File: src/rtl/ctrl_sequencer_pkg.sv
// Shared definitions for the control sequencer: opcode mnemonics, FSM states
// and the DECODE routing function.
package Definitions;

  typedef enum logic [3:0] {
    ADD = 4'd0,
    AOL = 4'd1,
    CLR = 4'd2,
    BNE = 4'd3,
    LDR = 4'd4,
    STR = 4'd5,
    CMP = 4'd6,
    XOR = 4'd7,
    LSL = 4'd8,
    LSR = 4'd9,
    MOV = 4'd10,
    HLT = 4'd15
  } op_mne;

  typedef enum logic [2:0] {
    FETCH,
    DECODE,
    EXEC,
    MEM,
    WB,
    HALT,
    FAULT
  } ctrl_state_e;

  // Encodings 11-14 are reserved and land in FAULT.
  function automatic ctrl_state_e decode_route(input logic [3:0] op);
    case (op)
      ADD, AOL, CLR, XOR, LSL, LSR, MOV, CMP, BNE: return EXEC;
      LDR, STR:                                    return MEM;
      HLT:                                         return HALT;
      default:                                     return FAULT;
    endcase
  endfunction

endpackage

File: src/rtl/ctrl_sequencer_timer.sv
// Data-memory wait timer: armed by start, reports ack (done) or expiry of the
// MEM_TIMEOUT-cycle window (timeout); idle otherwise so stray acks are ignored.
module mem_wait_timer #(
  parameter int unsigned MEM_TIMEOUT = 15
) (
  input  logic clk,
  input  logic rst,
  input  logic start,
  input  logic ack,
  output logic done,
  output logic timeout
);

  localparam int unsigned CW = $clog2(MEM_TIMEOUT + 1);

  logic [CW-1:0] cnt;
  logic          armed;

  // cnt holds the 1-based index of the current MEM cycle; an ack in the last
  // allowed cycle wins over the timeout.
  assign done    = armed & ack;
  assign timeout = armed & ~ack & (cnt == CW'(MEM_TIMEOUT));

  always_ff @(posedge clk) begin
    if (rst) begin
      armed <= 1'b0;
      cnt   <= '0;
    end else if (start) begin
      armed <= 1'b1;
      cnt   <= CW'(1);
    end else if (done || timeout) begin
      armed <= 1'b0;
      cnt   <= '0;
    end else if (armed) begin
      cnt   <= cnt + CW'(1);
    end
  end

endmodule

File: src/rtl/ctrl_sequencer.sv
// Multi-cycle control sequencer: fetch/decode/execute/memory/writeback FSM
// with sticky HALT/FAULT and a retired-instruction counter.
module ctrl_sequencer #(
  parameter int unsigned INSTR_W     = 9,
  parameter int unsigned OP_W        = 4,
  parameter int unsigned MEM_TIMEOUT = 15,
  parameter int unsigned CNT_W       = 16
) (
  input  logic               Clk,
  input  logic               Reset,
  input  logic               run_i,
  input  logic [INSTR_W-1:0] instr_i,
  input  logic               alu_zero_i,
  input  logic               mem_ack_i,
  output logic               ir_load_o,
  output logic [OP_W-1:0]    alu_op_o,
  output logic               reg_we_o,
  output logic               mem_rd_o,
  output logic               mem_wr_o,
  output logic               pc_en_o,
  output logic               branch_o,
  output logic               halted_o,
  output logic               fault_o,
  output logic [CNT_W-1:0]   retired_o
);

  import Definitions::*;

  ctrl_state_e     state;
  ctrl_state_e     state_nx;
  logic [OP_W-1:0] op_q;
  logic            flag_z;
  op_mne           op;
  ctrl_state_e     route;
  logic            timer_start;
  logic            mem_done;
  logic            mem_timeout;
  logic            unused_operand;

  assign unused_operand = ^instr_i[INSTR_W-OP_W-1:0];

  assign op          = op_mne'(alu_op_o[3:0]);
  assign route       = decode_route(op_q[3:0]);
  assign timer_start = (state == DECODE) && (route == MEM);

  mem_wait_timer #(
    .MEM_TIMEOUT(MEM_TIMEOUT)
  ) u_timer (
    .clk    (Clk),
    .rst    (Reset),
    .start  (timer_start),
    .ack    (mem_ack_i),
    .done   (mem_done),
    .timeout(mem_timeout)
  );

  always_comb begin
    state_nx = state;
    case (state)
      FETCH:   if (run_i) state_nx = DECODE;
      DECODE:  state_nx = route;
      EXEC:    state_nx = (op == CMP || op == BNE) ? FETCH : WB;
      MEM: begin
        if (mem_done)         state_nx = (op == LDR) ? WB : FETCH;
        else if (mem_timeout) state_nx = FAULT;
      end
      WB:      state_nx = FETCH;
      HALT:    state_nx = HALT;
      FAULT:   state_nx = FAULT;
      default: state_nx = FAULT;
    endcase
  end

  // STR retires in its ack cycle, so pc_en_o depends on the live ack there.
  assign ir_load_o = (state == FETCH) && run_i;
  assign reg_we_o  = (state == WB);
  assign mem_rd_o  = (state == MEM) && (op == LDR);
  assign mem_wr_o  = (state == MEM) && (op == STR);
  assign pc_en_o   = (state == WB)
                   || ((state == EXEC) && (op == CMP || op == BNE))
                   || ((state == MEM) && (op == STR) && mem_done);
  assign branch_o  = (state == EXEC) && (op == BNE) && !flag_z;
  assign halted_o  = (state == HALT);
  assign fault_o   = (state == FAULT);

  always_ff @(posedge Clk) begin
    if (Reset) begin
      state     <= FETCH;
      op_q      <= '0;
      alu_op_o  <= '0;
      flag_z    <= 1'b0;
      retired_o <= '0;
    end else begin
      state <= state_nx;
      if (ir_load_o) op_q <= instr_i[INSTR_W-1 -: OP_W];
      if (state == DECODE) alu_op_o <= op_q;
      if (state == EXEC && op == CMP) flag_z <= alu_zero_i;
      if (pc_en_o) retired_o <= retired_o + CNT_W'(1);
    end
  end

endmodule

File: config.mk
export PLATFORM = sky130hd
export DESIGN_NAME = ctrl_sequencer
export DESIGN_NICKNAME = d
export VERILOG_FILES = /design/src/rtl/ctrl_sequencer_pkg.sv /design/src/rtl/ctrl_sequencer_timer.sv /design/src/rtl/ctrl_sequencer.sv
export SDC_FILE = /design/constraint.sdc
export NUM_CORES = 1
export LEC_CHECK = 0
export CELL_PAD_IN_SITES_DETAIL_PLACEMENT = 1
export CELL_PAD_IN_SITES_GLOBAL_PLACEMENT = 2
export CORE_MARGIN = 2
export CORE_UTILIZATION = 28
export CTS_BUF_LIST = sky130_fd_sc_hd__clkbuf_8
export DETAILED_ROUTE_END_ITERATION = 6
export PLACE_DENSITY_LB_ADDON = 0.2
export SLEW_MARGIN = 20
export SYNTH_ARGS = -nofsm -noshare
export SYNTH_HDL_FRONTEND = slang
export SYNTH_SLANG_ARGS = --single-unit
File: constraint.sdc
create_clock -name Clk -period 1.9 [get_ports Clk]
set_clock_uncertainty 0.05 [all_clocks]
set_input_delay 0.38 -clock Clk [delete_from_list [all_inputs] [get_ports Clk]]
set_output_delay 0.38 -clock Clk [all_outputs]
set_load 0.01 [all_outputs]
==> impl_metrics.yaml <==
pwr:
  p_comb_share_pct: 17.5
  swShare_pct: 25.79
  power_mw: 1.637
  p_clk_share_pct: 33.9
  power_leakage_nw: 1.185
  vdd_drop_max_v: 0.0003051
  internal-power_mw: 1.215
  p_seq_share_pct: 48.6
  power_switching_mw: 0.4221
  power.density_nw_per_um2: 550.2
timing:
  slew_headroom_pct: 78.53
  fin_crit_ns: 2.082
  timing.final.crit_share_pct: 109.6
  slew_viol_final: 0
  hold_viol: 0
  fin_hold_ws_ns: 0.4596
  layout_setup_ws_ns: -0.1823
  rsz0062_at_grt: "yes"
  tightest_slew_ns: 0.3196
  final-setup-viol-count: 15
  fmax_mhz: 480.2
clock_network:
  cts_max_level: 2
  holdBufCountCts: 0
  cts.sinks: 36
  cts_made_buffers: 5
  root_buffer: "clkbuf_8"
  cts_tree: "yes"
  clock_latency_ns: 0.29
  clkSlewWorstSetupHoldPaths_ns: 0.07
  cts_buffer_depth: 2
grt:
  grt_pass1_vias: 1855
  gr-total-overflow: 0
  grt_max_degree: 26
  grt_usage_pct: 15.07
  antenna_found_initial: 0
  grt_pass1_wl_um: 8921
min_path:
  hp-class: "flop to flop"
  min_to: "state[0]"
  worstHoldStart: "route[0]"
  holdPathStages: 2
finish:
  fin_util_pct: 44.53
  syn2layout_area_growth_pct: 56.55
  nFillCells: 789
  layout.nets: 319
  diodes: 0
  drive_gt1_share_pct: 35.86
placement:
  gp_congestion: 0.7193
  port-buffer-count: 36
  dp_hpwl_um: 3762
logic_synthesis:
  synth_seq_cells: 36
  ys.flop_type: "dfxtp_1"
  synth_largest_area_cell: "dfxtp_1"
  synth_area_leaders: "dfxtp_1, nor2_1, mux2_2"
  yosys-top-cells-count: "dfxtp_1, nor2_1, a21oi_1"
  synth-edff-count: 0
  ys_warn_count: 0
  yosysTopAreaCellShare_pct: 37.92
  synth.avg_cell_area_um2: 8.718
  mappedNetlistNets: 234
  synth_area_um2: 1901
  post-synth-top-count-cell: "dfxtp_1"
  syn-instance-count: 218
  yosysUniqueCellTypes: 49
  ys_seq_area_share_pct: 37.92
  async_reset_ff_share_pct: 0
routing:
  drcViolationCount: 0
  first_pass_iters: 4
  drt.antenna.violating_nets: 0
  vias: 1855
  wire_per_inst_um: 13.69
  drt-total-wl_um: 5256
  drt_iter0_drc: 63
  vias_per_cell: 4.831
critical_path:
  critPathCaptureType: "output port"
  reg2regPathDepth: 6
  reg2reg_to: "retired_o[10]"
  critPathRequiredTime_ns: 1.47
  start_kind: "flop"
  path_cells: "or4b_4, buf_4, nor4_2, buf_2"
  regToRegSetupSlack_ns: -0.17
  critPathMaxStageDelay_ns: 0.57
  crit_slowest_cell: "or4b_4"
  path_class: "flop to output port"
  arrival_ns: 1.65
  crit_path_max_fanout: 3
  rr_startpoint: "state[2]"
floorplan:
  start_util_pct: 28.45
  coreArea_um2: 6681
  dieHeight_um: 86.39
  num_io_pins: 42
  dieArea_um2: 7462
  die_x_um: 86.39
  rows: 30
outcome:
  status: "complete, but fails checks"
  violations: "setup timing"
flow_run:
  drv_cap: 0
-- cells in the final DEF, fill, tap and decap left out, types with 2 or more instances in the layout --
master / n
mux2_2: 7
buf_12: 2
o21ai_2: 2
o21a_1: 4
a21boi_1: 4
mux2_4: 2
nor2_4: 2
a21oi_1: 9
o21ai_0: 3
nor2_2: 2
dfxtp_1: 30
nand3_4: 2
or3_1: 2
and4_1: 3
nand3_1: 8
inv_1: 6
nor4b_4: 3
nand4_1: 3
nor3_1: 5
clkdlybuf4s50_1: 28
mux2_1: 3
a21oi_4: 2
buf_4: 46
ha_1: 2
dfxtp_2: 5
nor2b_1: 11
and3_1: 3
clkbuf_8: 6
a21oi_2: 6
mux2i_1: 8
buf_2: 4
xor2_1: 2
nor2_1: 31
nand3b_1: 2
nand2_1: 14
buf_6: 5
-- what timing repair did --
| item | 4_1_cts | 5_1_grt |
|---|---|---|
| resized for setup | 49 | 23 |
| endpoints found under the setup margin | 21 | 23 |
| pin swaps | 13 | 12 |
| setup buffers | 8 | 3 |
-- how the worst max path moves through the flow --
stage,from,end,cells after the start
3_5_place_dp,mem_ack_i,pc_en_o,6
4_1_cts,state[2],retired_o[15],7
5_1_grt,alu_op_o[1],retired_o[10],8
3_3_place_gp,mem_ack_i,pc_en_o,6
2_1_floorplan,state[0],retired_o[10],5
6_report,state[2],branch_o,4
-- metrics by stage --
stage / instances / setup WS, ns / area, µm² / setup TNS (ns)
finish: 384 / -0.1823 / 2975 / -1.884
global route: 384 / -0.2486 / 2975 / -3.371
CTS: 381 / -0.1605 / 2912 / -1.764
detailed placement: 365 / -0.5437 / 2656 / -6.749
global placement: 365 / -0.5427 / 2656 / -6.436
floorplan: 218 / 0.004022 / 1913 / 0
-- sequential cells by signal, indices dropped and copies added, names as in the netlist --
signal         count
state              3
retired_o         16
op_q               4
u_timer.cnt        4
alu_op_o           4
u_timer.armed      1
route              3
flag_z             1
-- metal layers --
layer	vias to the layer above	track usage, %	routed length, µm
met5	-	0	0
met4	0	4.688	64
met3	5	3.143	175
met2	28	24.48	2370
met1	880	20.05	2646
li1	942	-	-
-- cell families (layout without fill, tap and decap cells) --
| kind of cell | after synthesis | in the layout | share of synthesized area, % |
|---|---|---|---|
| buffers and inverters | 14 | 100 | 3.423 |
| DFF | 36 | 36 | 37.92 |
| xor gates and xnor gates | 3 | 3 | 1.383 |
| muxes | 21 | 21 | 11.85 |
| adders and majority gates | 2 | 2 | 1.316 |
| AOI/OAI and AO/OA | 41 | 41 | 14.94 |
| and+or+nand+nor | 101 | 101 | 29.16 |
-- worst max-delay path: cells and delay by family (launching register included) --
| kind | cells | cell delay (ns) |
|---|---|---|
| DFF | 1 | 0.35 |
| and+or+nand+nor | 2 | 0.69 |
| buffers and inverters | 2 | 0.33 |
-- cell type report --
| cell class | count | area, µm² | area share [%] |
|---|---|---|---|
| Clock inverter | 2 | 7.507 | 0.2523 |
| Timing Repair Buffer | 88 | 765.7 | 25.74 |
| Sequential cell | 36 | 730.7 | 24.56 |
| Multi-Input combinational cell | 168 | 1274 | 42.81 |
| Clock buffer | 6 | 82.58 | 2.775 |
| Tap cell | 80 | 100.1 | 3.364 |
| Inverter | 4 | 15.01 | 0.5046 |
-- power by group through the flow --
stage	registers, mW	logic (mW)	clock network (mW)
after floorplan	0.811	0.122	0
after global placement	0.810	0.247	0
after detailed placement	0.810	0.248	0
after CTS	0.795	0.277	0.589
after global routing	0.798	0.314	0.610
final	0.795	0.286	0.556
Note: power is estimated with default switching activity, not from simulation.
